--- config.mk ---
export PLATFORM = sky130hd
export DESIGN_NAME = mouse_tracker
export DESIGN_NICKNAME = d
export VERILOG_FILES = /design/src/rtl/mouse_tracker.sv
export SDC_FILE = /design/constraint.sdc
export NUM_CORES = 1
export LEC_CHECK = 0
export ABC_AREA = 1
export CAP_MARGIN = 20
export CORE_MARGIN = 5
export CORE_UTILIZATION = 45
export DETAILED_ROUTE_END_ITERATION = 6
export PLACE_DENSITY = 0.68
export SYNTH_ARGS = -nofsm -noshare
export SYNTH_HDL_FRONTEND = slang
export SYNTH_SLANG_ARGS = --single-unit
--- constraint.sdc ---
create_clock -name clk -period 5.38 [get_ports clk]
set_input_delay 1.076 -clock clk [delete_from_list [all_inputs] [get_ports clk]]
set_output_delay 1.076 -clock clk [all_outputs]
set_load 0.01 [all_outputs]
--- src/rtl/mouse_tracker.sv ---
// PS/2 mouse packet decoder: assembles 3-byte packets and tracks a clamped cursor position
// plus button levels, with an inter-byte timeout to resynchronise on lost bytes.
module mouse_tracker #(
  parameter int unsigned H_MAX       = 1023,
  parameter int unsigned V_MAX       = 767,
  parameter int unsigned X_INIT      = 512,
  parameter int unsigned Y_INIT      = 384,
  parameter int unsigned PKT_TIMEOUT = 100_000
) (
  input  logic        clk,
  input  logic        rst,
  input  logic [7:0]  rx_data,
  input  logic        rx_valid,
  output logic [11:0] xpos,
  output logic [11:0] ypos,
  output logic        left_mouse,
  output logic        right_mouse,
  output logic        middle_mouse,
  output logic        packet_valid,
  output logic        sync_err
);

  localparam logic [13:0] HMax    = 14'(H_MAX);
  localparam logic [13:0] VMax    = 14'(V_MAX);
  localparam logic [19:0] Timeout = 20'(PKT_TIMEOUT);

  typedef enum logic [1:0] {StWaitB0, StWaitB1, StWaitB2, StUpdate} state_e;

  state_e      state_q, state_d;
  logic [19:0] idle_q, idle_d;
  logic [7:0]  b0_q, b0_d, b1_q, b1_d, b2_q, b2_d;
  logic [11:0] xpos_q, xpos_d, ypos_q, ypos_d;
  logic [2:0]  btn_q, btn_d;
  logic        pv_q, pv_d, serr_q, serr_d;
  logic        take_b0;
  logic [13:0] x_sum, y_sum;
  logic [11:0] x_new, y_new;
  logic        unused_b0;

  assign unused_b0 = b0_q[3];

  always_ff @(posedge clk) begin
    if (!rst) begin
      state_q <= StWaitB0;
      idle_q  <= '0;
      b0_q    <= '0;
      b1_q    <= '0;
      b2_q    <= '0;
      xpos_q  <= 12'(X_INIT);
      ypos_q  <= 12'(Y_INIT);
      btn_q   <= '0;
      pv_q    <= 1'b0;
      serr_q  <= 1'b0;
    end else begin
      state_q <= state_d;
      idle_q  <= idle_d;
      b0_q    <= b0_d;
      b1_q    <= b1_d;
      b2_q    <= b2_d;
      xpos_q  <= xpos_d;
      ypos_q  <= ypos_d;
      btn_q   <= btn_d;
      pv_q    <= pv_d;
      serr_q  <= serr_d;
    end
  end

  // Timeout wins over a coinciding byte, which is then re-evaluated as a byte0.
  always_comb begin
    state_d = state_q;
    idle_d  = '0;
    b0_d    = b0_q;
    b1_d    = b1_q;
    b2_d    = b2_q;
    serr_d  = 1'b0;
    take_b0 = 1'b0;
    unique case (state_q)
      StWaitB0: take_b0 = 1'b1;
      StWaitB1: begin
        if (idle_q == Timeout) begin
          serr_d  = 1'b1;
          state_d = StWaitB0;
          take_b0 = 1'b1;
        end else if (rx_valid) begin
          b1_d    = rx_data;
          state_d = StWaitB2;
        end else begin
          idle_d = idle_q + 20'd1;
        end
      end
      StWaitB2: begin
        if (idle_q == Timeout) begin
          serr_d  = 1'b1;
          state_d = StWaitB0;
          take_b0 = 1'b1;
        end else if (rx_valid) begin
          b2_d    = rx_data;
          state_d = StUpdate;
        end else begin
          idle_d = idle_q + 20'd1;
        end
      end
      StUpdate: begin
        state_d = StWaitB0;
        take_b0 = 1'b1;
      end
      default: state_d = StWaitB0;
    endcase
    if (take_b0 && rx_valid) begin
      if (rx_data[3]) begin
        b0_d    = rx_data;
        state_d = StWaitB1;
      end else begin
        serr_d = 1'b1;
      end
    end
  end

  // 14-bit sums cannot wrap: the extremes are 4095+255 and 0-256.
  always_comb begin
    x_sum = {2'b00, xpos_q} + {{6{b0_q[4]}}, b1_q};
    y_sum = {2'b00, ypos_q} - {{6{b0_q[5]}}, b2_q};
    if (x_sum[13])       x_new = '0;
    else if (x_sum > HMax) x_new = HMax[11:0];
    else                 x_new = x_sum[11:0];
    if (y_sum[13])       y_new = '0;
    else if (y_sum > VMax) y_new = VMax[11:0];
    else                 y_new = y_sum[11:0];

    xpos_d = xpos_q;
    ypos_d = ypos_q;
    btn_d  = btn_q;
    pv_d   = 1'b0;
    if (state_q == StUpdate) begin
      pv_d  = 1'b1;
      btn_d = b0_q[2:0];
      if (!b0_q[6]) xpos_d = x_new;
      if (!b0_q[7]) ypos_d = y_new;
    end
  end

  assign xpos         = xpos_q;
  assign ypos         = ypos_q;
  assign left_mouse   = btn_q[0];
  assign right_mouse  = btn_q[1];
  assign middle_mouse = btn_q[2];
  assign packet_valid = pv_q;
  assign sync_err     = serr_q;

endmodule

==> impl_metrics.csv <==
group,metric,value,unit
setup_path,critPathArrivalTime,2740,ps
routing,wl_per_cell,12.37,µm
setup_path,rr_worst_depth,16,
yosys,syn_area,4479,µm²
sta,max_slew_margin,57.30,%
sta,fmax,401.8,MHz
place,gp_congestion,0.8776,
setup_path,crit_path_cell_trace,"clkdlybuf4s50_1, inv_1, nor3_2, inv_2, nor3_1",
sta,finalWorstPathRequiredPeriod,2489,ps
clocking,cts_max_level,3,
place,dp.cells,818,
global_route,grt_pass1_wl,17.28,mm
clocking,cts.sinks,74,
setup_path,cp-start-kind,"input pin",
place,hpwlAfterDp,7.972,mm
floorplan,die_area,12050,µm²
sta,setup_viol,0,
floorplan,rows,36,
status,status,"completed",
sta,hold_viol,0,
clocking,max-clock-path-buffers,2,
setup_path,timing.critical_path.fanout_max,23,
floorplan,ios,40,
setup_path,cp-end-kind,"flop",
layout,drive_above_1_share,7.000,%
clocking,holdBufCountCts,0,
global_route,grt_overflow,0,
min_path,hold_class,"flop to flop",
routing,drt_iter0_markers,291,
yosys,syn_avg_cell_area,6.818,µm²
floorplan,start_util,46.04,%
routing,antenna_left,0,
sta,slew_viol_final,0,
yosys,ys_seq_area_share,33.07,%
job,max_cap_viol_count,0,
clocking,cts_root_buf,"clkbuf_8",
yosys,ys_types,34,
setup_path,crit_cells,5,
layout,insertedDiodeCount,0,
setup_path,critPathKind,"input pin to flop",
sta,rsz0062_at_grt,"false",
pwr,p_per_area,256.1,nW/µm²
clocking,insertion_delay,340,ps
yosys,synthCells,657,
layout,fillers,956,
routing,postRouteWirelength,10.30,mm
setup_path,critPathMaxStageDelay,880,ps
global_route,grt_usage,18.05,%
sta,tightest_slew,638.6,ps
pwr,power.leakage,2.220,nW
setup_path,path_buf_inv,3,
routing,drc,0,
place,numPortBuffers,39,
yosys,synth.ff_latch_count,74,
clocking,cts_tree,"done",
clocking,cts-buffers-inserted,9,
layout,final_core_util,53.47,%
routing,num_vias,4118,
yosys,syn_nets,702,
pwr,ir_worst_vdd,175.6,µV
layout,finalNonFillerCells,833,
floorplan,die_h,109.8,µm
routing,viasPerCell,4.944,
setup_path,slowest_stage,"clkdlybuf4s50_1",
clocking,cts_setup_buffers,0,
floorplan,dieWidth,109.8,µm
min_path,hold_path_depth,2,
global_route,antenna_found_initial,0,
clocking,clk_pin_slew,80,ps
setup_path,required,5640,ps
sta,setup_tns,0,ps
floorplan,core,9729,µm²
sta,fin_skew,9.796,ps
clocking,cts-resized-gates,0,
global_route,grt_pass1_vias,3784,
routing,dr.pass1.iters,6,
layout,nNetsFinal,741,
yosys,yosys_warnings,0,
global_route,grt_max_degree,33,
setup_path,critical-path-top-delay-family,"buffers and inverters",
sta,fin_crit_sh,46.27,%
layout,area_growth,16.15,%
## cells in the final DEF, fill, tap and decap left out, drive strengths merged, types with 6 or more instances in the layout
master	count
inv	95
nor3	17
clkbuf	10
ha	32
nand3	42
dfxtp	74
nand4	10
nor2	61
clkdlybuf4s50	39
nor3b	6
xor2	14
nand2	187
xnor2	7
a21oi	65
o21ai	28
## cell type report
class                      count  area, µm²  share of cell area [%]
multi-input combinational    476       2592                   49.83
clock buffer                  10      127.6                   2.453
inverter                      95      356.6                   6.854
sequential                    74       1481                   28.48
clock inverter                 5      80.08                   1.539
timing repair buffer          40      397.9                   7.648
tap                          133      166.4                   3.199
## logic make-up (layout without fill, tap and decap cells)
kind of cell / count (synthesis) / count (layout) / share of synthesized area (%)
compound gates: 96 / 96 / 11.29
xor+xnor: 21 / 21 / 4.274
fa+ha+maj: 34 / 34 / 9.832
buf+inv: 107 / 150 / 9.050
flops: 74 / 74 / 33.07
simple gates: 325 / 325 / 32.49
## worst paths after layout
kind | from | to | slack, ps
max | rst | idle_q[11] | 2890
max reg2reg | ypos[0] | ypos[7] | 2910
min reg2reg | ypos[10] | ypos[10] | 470
min | ypos[10] | ypos[10] | 470
## report_power, final
part	total (mW)	internal [mW]	switching (mW)
clock	0.459	0.258	0.201
sequential	0.580	0.567	0.0137
combinational	0.293	0.107	0.186
total	1.33	0.932	0.401
## worst register-to-register path, cell delays in order, from the launching register on
cell and delay (ps):
dfxtp_1 380, inv_1 60, ha_1 220, fa_1 410
inv_1 150, nand3_1 90, nand3_1 120, nand2_1 70
nand2_1 140, a21oi_1 90, nand2_1 100, nand2_4 70
nor2_8 150, and2_4 170, nand2_1 40, nand2_1 60
nand2_1 50
## state kept, by name (all words and copies together), names as in the netlist
signal / count
ypos: 12
b2_q: 8
packet_valid: 1
idle_q: 20
state_q: 2
b0_q: 7
btn_q: 3
xpos: 12
b1_q: 8
sync_err: 1
## metal layers
metal | global-route usage, % | wire length, µm | vias to the layer above | share of wire [%]
met1 | 24.59 | 5189 | 1857 | 50
met2 | 29.69 | 4591 | 86 | 45
met4 | 3.206 | 68 | 0 | 0.66
met3 | 3.934 | 453 | 5 | 4.4
li1 | - | - | 2170 | -
met5 | 0 | 0 | - | 0
## per-stage QoR
stage | hold slack, ps | instance area (µm²) | worst slack, ps | power (mW)
5_1_grt | 481.7 | 5202 | 2700 | 1.399
3_3_place_gp | 454.7 | 4995 | 2565 | 0.8774
4_1_cts | 470.6 | 5202 | 2899 | 1.341
6_report | 465.0 | 5202 | 2891 | 1.332
2_1_floorplan | 432.5 | 4479 | 3205 | 0.8125
3_5_place_dp | 459.7 | 4995 | 2538 | 0.8831
## Yosys cell counts, drive strengths merged
library cell    n  area [µm²]
ha             32       400.4
and2            1       8.760
xnor2           7       61.31
or2             1       6.260
o211ai          2       15.01
nor2           61       270.3
clkbuf          8       30.03
nor3           17       95.09
a21oi          65       344.1
nor3b           6       55.05
o21ai          28       140.1
buf             4       18.76
xor2           14       130.1
nand2         187       731.9
nand4          10       62.56
a31oi           1       6.260
inv            95       356.6
dfxtp          74        1481
nand3          42       225.2
fa              2       40.04
Power figures use the tool's default switching activity.
